**src/rtl/modulus_counter_ctrl.sv**
```systemverilog
// rtl/modulus_counter_ctrl.sv - run controller for a runtime-configurable modulus counter
// Optional prescaler on the count enable is compiled in with MODULUS_CTRL_PRESCALE_EN.
module modulus_counter_ctrl #(
    parameter int MAX_MOD  = 53,
    parameter int CYC_W    = 8,
`ifdef MODULUS_CTRL_PRESCALE_EN
    parameter int PRESCALE = 4,
`endif
    localparam int MW = $clog2(MAX_MOD + 1),
    localparam int QW = $clog2(MAX_MOD)
) (
    input  logic             clk,
    input  logic             reset,
    input  logic             cfg_valid,
    output logic             cfg_ready,
    input  logic [MW-1:0]    cfg_mod,
    input  logic [CYC_W-1:0] cfg_cycles,
    input  logic             start,
    input  logic             pause,
    input  logic             stop,
    output logic             enable_n,
    output logic [QW-1:0]    Q,
    output logic             wrap,
    output logic             done,
    output logic             busy,
    output logic [1:0]       state
);

    typedef enum logic [1:0] {
        S_IDLE  = 2'd0,
        S_RUN   = 2'd1,
        S_PAUSE = 2'd2,
        S_DONE  = 2'd3
    } state_t;

    state_t             state_q, state_d;
    logic [QW-1:0]      q_q, q_d;
    logic [CYC_W-1:0]   cyc_cnt_q, cyc_cnt_d, cyc_inc;
    logic [MW-1:0]      mod_q, mod_d;
    logic [CYC_W-1:0]   cycles_q, cycles_d;
    logic               wrap_q, wrap_d;
    logic               done_q, done_d;
    logic               enable_n_q, enable_n_d;
    logic               busy_q, busy_d;
    logic               cfg_ready_q, cfg_ready_d;
    logic               cfg_fire;
    logic               tick;
    logic               tick_d;

`ifdef MODULUS_CTRL_PRESCALE_EN
    localparam int PW = (PRESCALE > 1) ? $clog2(PRESCALE) : 1;
    logic [PW-1:0] pre_q, pre_d;

    assign tick   = (pre_q == PW'(PRESCALE - 1));
    assign tick_d = (pre_d == PW'(PRESCALE - 1));

    always_ff @(posedge clk) begin
        if (reset) begin
            pre_q <= '0;
        end else begin
            pre_q <= pre_d;
        end
    end

    // Prescaler restarts on start/stop and freezes while paused.
    always_comb begin
        pre_d = pre_q;
        if ((state_q == S_IDLE || state_q == S_DONE) && start) begin
            pre_d = '0;
        end else if ((state_q == S_RUN || state_q == S_PAUSE) && stop) begin
            pre_d = '0;
        end else if (state_q == S_RUN && !pause) begin
            pre_d = tick ? '0 : pre_q + PW'(1);
        end
    end
`else
    assign tick   = 1'b1;
    assign tick_d = 1'b1;
`endif

    assign cfg_fire = cfg_valid && cfg_ready_q;

    always_ff @(posedge clk) begin
        if (reset) begin
            state_q     <= S_IDLE;
            q_q         <= '0;
            cyc_cnt_q   <= '0;
            mod_q       <= MW'(MAX_MOD);
            cycles_q    <= '0;
            wrap_q      <= 1'b0;
            done_q      <= 1'b0;
            enable_n_q  <= 1'b1;
            busy_q      <= 1'b0;
            cfg_ready_q <= 1'b1;
        end else begin
            state_q     <= state_d;
            q_q         <= q_d;
            cyc_cnt_q   <= cyc_cnt_d;
            mod_q       <= mod_d;
            cycles_q    <= cycles_d;
            wrap_q      <= wrap_d;
            done_q      <= done_d;
            enable_n_q  <= enable_n_d;
            busy_q      <= busy_d;
            cfg_ready_q <= cfg_ready_d;
        end
    end

    always_comb begin
        state_d   = state_q;
        q_d       = q_q;
        cyc_cnt_d = cyc_cnt_q;
        mod_d     = mod_q;
        cycles_d  = cycles_q;
        wrap_d    = 1'b0;
        done_d    = 1'b0;
        cyc_inc   = (&cyc_cnt_q) ? cyc_cnt_q : cyc_cnt_q + CYC_W'(1);

        // Out-of-range moduli fall back to the largest supported one.
        if (cfg_fire) begin
            if (cfg_mod == '0 || cfg_mod > MW'(MAX_MOD)) begin
                mod_d = MW'(MAX_MOD);
            end else begin
                mod_d = cfg_mod;
            end
            cycles_d = cfg_cycles;
        end

        case (state_q)
            S_IDLE, S_DONE: begin
                if (start) begin
                    state_d   = S_RUN;
                    q_d       = '0;
                    cyc_cnt_d = '0;
                end
            end
            S_RUN: begin
                if (stop) begin
                    state_d = S_IDLE;
                    q_d     = '0;
                end else if (pause) begin
                    state_d = S_PAUSE;
                end else if (tick) begin
                    if (MW'(q_q) == mod_q - MW'(1)) begin
                        q_d       = '0;
                        wrap_d    = 1'b1;
                        cyc_cnt_d = cyc_inc;
                        if (cycles_q != '0 && cyc_inc == cycles_q) begin
                            state_d = S_DONE;
                            done_d  = 1'b1;
                        end
                    end else begin
                        q_d = q_q + QW'(1);
                    end
                end
            end
            S_PAUSE: begin
                if (stop) begin
                    state_d = S_IDLE;
                    q_d     = '0;
                end else if (!pause) begin
                    state_d = S_RUN;
                end
            end
            default: state_d = S_IDLE;
        endcase
    end

    always_comb begin
        enable_n_d  = !(state_d == S_RUN && tick_d);
        busy_d      = (state_d == S_RUN) || (state_d == S_PAUSE);
        cfg_ready_d = !busy_d;
    end

    assign state     = state_q;
    assign Q         = q_q;
    assign wrap      = wrap_q;
    assign done      = done_q;
    assign enable_n  = enable_n_q;
    assign busy      = busy_q;
    assign cfg_ready = cfg_ready_q;

endmodule

```
**config.mk**
```make
export PLATFORM = sky130hd
export DESIGN_NAME = modulus_counter_ctrl
export DESIGN_NICKNAME = d
export VERILOG_FILES = /design/src/rtl/modulus_counter_ctrl.sv
export SDC_FILE = /design/constraint.sdc
export NUM_CORES = 1
export LEC_CHECK = 0
export BUFFER_PORTS_ARGS = -buffer_cell sky130_fd_sc_hd__buf_2
export CAP_MARGIN = 25
export CORE_AREA = 2 2 70 72
export CTS_CLUSTER_DIAMETER = 80
export CTS_CLUSTER_SIZE = 25
export DETAILED_ROUTE_END_ITERATION = 10
export DIE_AREA = 0 0 72 74
export HOLD_SLACK_MARGIN = 0.03
export PLACE_DENSITY = 0.76
export SLEW_MARGIN = 40
export SYNTH_ARGS = -nofsm -noshare
export SYNTH_HDL_FRONTEND = slang
export SYNTH_SLANG_ARGS = --single-unit
```
**constraint.sdc**
```tcl
create_clock -name clk -period 2.4 [get_ports clk]
set_input_delay 0.72 -clock clk [delete_from_list [all_inputs] [get_ports clk]]
set_output_delay 0.72 -clock clk [all_outputs]
set_load 0.01 [all_outputs]
```
==> summary.md <==
The tools report the number of hold-slack violations in the final timing report as 0. The final reports fail on setup timing. Setup violations remaining at the end of the flow were counted as 2. After the flow finishes, the layout carries non-filler instances totaling 408. For the internal reg-to-reg setup slack, the log shows -200 ps. The logs give 35 for the count of clock tree sinks and 2720 µm² for the post-detailed-placement cell area. The cell count after synthesis came out at 290. For the final weighted congestion in routability-driven placement, the log shows 0.960. The worst pin sits at a relative slew slack of 55.5%. Met1 layer usage reported by global route: 32.3%. Walking the worst path, the cells encountered are inv_1, ha_4, nor3b_1, o211ai_1, a211oi_4, nand2_2, or3b_1, o21ai_2, ha_1, or2_4. Buffers inserted during clock tree synthesis total 5. The highest fanout seen on the critical path is 4. Data arrives at the worst endpoint at 2770 ps. The finished cells cover 2920 µm². The final routed wire length divided by cell count is 15.3 µm, and the global-route total usage across every layer is 23.4%. In this run, synthesis inferred 0 flip-flops with an integrated enable. The area added between synthesis and finish was 28.8%; the proportion of synthesized flip-flops having asynchronous set or reset was 0%. The count of max-cap constraint violations was 0. The end of the worst register-to-register path was cfg_ready. The tree is rooted in a clkbuf_8.

The number of cells on the worst reg-to-reg path is 10. The run gives 0 as the final global-route overflow total. The utilization after layout was 63.6%.

The logs give 379 for the count of nets after finishing and 290 ps for the source-to-sink clock delay at the later pin of the worst-skew pair. Entering global routing, the biggest net connects 20 pins. The run gives 0 as the number of antenna violations at the first check in global routing.

On the worst path, the slowest cell contributes a delay of 390 ps. For this design the top-level I/O count stands at 33. TritonCTS built the clock tree. The global routing stage identified its most utilized layer as met2. The net count of the mapped netlist was 316. The library cell used most frequently in the layout, excluding fill and tap cells, is nand2_1. The category of the worst setup path capture point is a flip-flop.

The tools report the maximum clock skew at final layout as 6.93 ps. The vertical die dimension was 74 µm. The die is 72 µm wide. For the count of final max-slew check failures, the log shows 0. Clock-pin transition on the worst setup and hold timing paths: 70 ps. For the final hold slack, the log shows 494 ps. Across the VDD grid, the largest voltage drop is 0.000263 V. The total power divided by cell area was 457 nW/µm²; the residual DRC count was 0. The core region is 4600 µm². The worst min-delay path category was flip-flop to flip-flop. The logs give 2 for the buffer depth of the longest clock path and 399 for the fill cell instance count of the final layout. The final worst-path cycle share works out to 108%. The beginning of the worst hold path was cycles_q[2].

For the total number of yosys warnings, the log shows 0. The data required time at the worst endpoint is 2580 ps, and the hold buffer count at cts is 0. The top cell types in the final layout, fill and taps aside, are nand2_1 (37), buf_4 (36), buf_2 (32), dfxtp_1 (29), a21oi_1 (25). The post-route minimum period works out to 2600 ps. In this run the core area contains 25 standard-cell rows.

The floorplan step defined a die boundary enclosing 5330 µm². Using the TritonRoute via totals, the vias-per-cell ratio works out to 5.90. The cell leakage power came out at 1.20 nW.

On the critical path, the stage with the largest delay is an instance of or3b_1. The number of placed instances, taps included, is 394. Setup repair after global routing could not meet its margin everywhere. For the pin with the worst max-slew slack, the measured transition is 667 ps. The H-tree was split into 2 levels. The average instance area after synthesis works out to 7.82 µm². In the final layout, the share of cells above drive strength 1 is 29.9%.

The placed wire-length estimate after detailed placement was 4.48 mm; the post-synthesis instance area was 2270 µm². The count of port buffers added during placement is 32, and the global routing usage on met3 is 4.47%. The worst path buffer plus inverter count came out at 1. The tools report the startpoint class of the critical path as a flip-flop. For met2 alone, demand over resource in global routing was 34.6%. After synthesis the netlist holds a flip-flop and latch count of 35.

The worst path setup slack after routing came out at -197 ps. The repair_antennas step left the layout with diodes totalling 0. The number of cells on the worst hold path was 2. The critical path is of the flip-flop to flip-flop type. The number of global-route vias before repair was 2,059; the vias after detailed routing was 2,408. In this design, the largest share of critical-path delay is due to simple AND/OR/NAND/NOR gates. The tools report the endpoint with the worst hold slack as cycles_q[2].

In the synthesized netlist the dominant register cell turns out to be dfxtp_1. The run finished, with violations left. The first global-routing pass estimated 9.74 mm of wire.

Sequential cells were found to cover 30.9% of the synthesized design area. The worst register-to-register path begins at mod_q[0]. The routed design has 6.25 mm of wire. Distinct cell type count of the synthesized netlist: 65. Once detail routing completed, the nets flagged for antenna violations numbered 0.

The iteration count of the initial detailed-routing pass was 4; the initial core utilization was 49.3%. The logs give 385 MHz for the top achievable clock speed and 175 for the iteration-0 DRC count of the detailed router.
==> flip-flops by register name (all words and copies together), names as in the netlist <==
name and cells:
Q 6, busy 1, cfg_ready 1, cyc_cnt_q 8, cycles_q 8, done 1
enable_n 1, mod_q 6, state 2, wrap 1
==> stage by stage <==
stage	setup TNS, ps	total power, mW	worst slack [ps]
final	-383	1.33	-197
after global routing	-1220	1.40	-310
after CTS	-138	1.33	-73.5
after detailed placement	-157	0.858	-87.3
after global placement	0	0.853	32.8
after floorplan	-1.49	0.780	-1.49
==> worst min-delay path, delay by kind of cell, from the launching register on <==
| family | cells | cell delay, ps |
|---|---|---|
| compound gates | 1 | 50 |
| flops | 1 | 330 |
| simple gates | 1 | 60 |
==> cell type report <==
| type | instances | area, µm² | area share, % |
|---|---|---|---|
| flip-flops and latches | 35 | 711 | 24.3 |
| repair buffers | 69 | 442 | 15.1 |
| well taps | 54 | 67.6 | 2.31 |
| multi-input cells | 230 | 1560 | 53.3 |
| clock buffers | 8 | 100 | 3.42 |
| inverters | 12 | 45.0 | 1.54 |
==> cell families (layout without fill, tap and decap cells) <==
family | after synthesis | after routing | synth area share [%]
xor+xnor | 14 | 14 | 5.41
fa+ha+maj | 6 | 6 | 3.31
flops | 35 | 35 | 30.9
buf+inv | 26 | 89 | 4.91
simple gates | 124 | 125 | 28.9
mux | 3 | 3 | 1.32
compound gates | 82 | 82 | 25.3
==> power by group <==
part / internal [mW] / switching (mW)
registers: 0.602 / 0.0228
clock network: 0.262 / 0.204
logic: 0.103 / 0.141
total: 0.967 / 0.368
==> worst max-delay path by stage <==
stage            startpoint   endpoint  slack (ps)  depth (start not counted)
4_1_cts            mod_q[0]  cfg_ready         -70                          9
6_report           mod_q[0]  cfg_ready        -200                         10
5_1_grt            mod_q[0]       busy        -310                         11
2_1_floorplan  cyc_cnt_q[0]  cfg_ready          -1                         10
3_3_place_gp       mod_q[1]  cfg_ready          30                         10
3_5_place_dp       mod_q[1]  cfg_ready         -90                         10
==> synth_stat cells, types with 2 or more instances <==
master | instances | area share (%)
nor3_1 | 9 | 2.0
xor2_1 | 6 | 2.3
ha_1 | 6 | 3.3
clkbuf_1 | 6 | 0.99
buf_1 | 2 | 0.33
and3_1 | 4 | 1.1
nand2_1 | 37 | 6.1
nor2_1 | 21 | 3.5
o21ai_0 | 14 | 3.1
o22ai_1 | 4 | 1.1
nor4_1 | 3 | 0.83
mux2i_1 | 3 | 1.3
nor2b_1 | 8 | 2.2
and4_1 | 3 | 1.2
nand3_1 | 11 | 2.4
o22a_1 | 2 | 0.77
a21oi_1 | 25 | 5.5
xnor2_1 | 8 | 3.1
o211ai_1 | 3 | 0.99
o31ai_1 | 2 | 0.66
o21ai_1 | 2 | 0.44
buf_2 | 5 | 1.1
nand2b_1 | 5 | 1.4
a22o_1 | 2 | 0.77
or4_1 | 2 | 0.66
nand4_1 | 6 | 1.7
inv_1 | 12 | 2.0
o31a_1 | 2 | 0.77
dfxtp_1 | 35 | 31
or3_1 | 2 | 0.55
a211oi_1 | 6 | 2.0
==> layer usage <==
layer | wire length [µm] | part of all wire (%)
met5 | 0 | 0
met1 | 2810 | 45
met4 | 249 | 4.0
met3 | 326 | 5.2
met2 | 2870 | 46
==> repair_timing <==
| item | in CTS | in global routing |
|---|---|---|
| endpoints found under the setup margin | 2 | 6 |
| pin swaps | 2 | 3 |
| resized for setup | 7 | 5 |
| buffers inserted | 3 | 2 |
| cloned | 0 | 1 |
No activity file was read; power rests on OpenSTA's default activity.
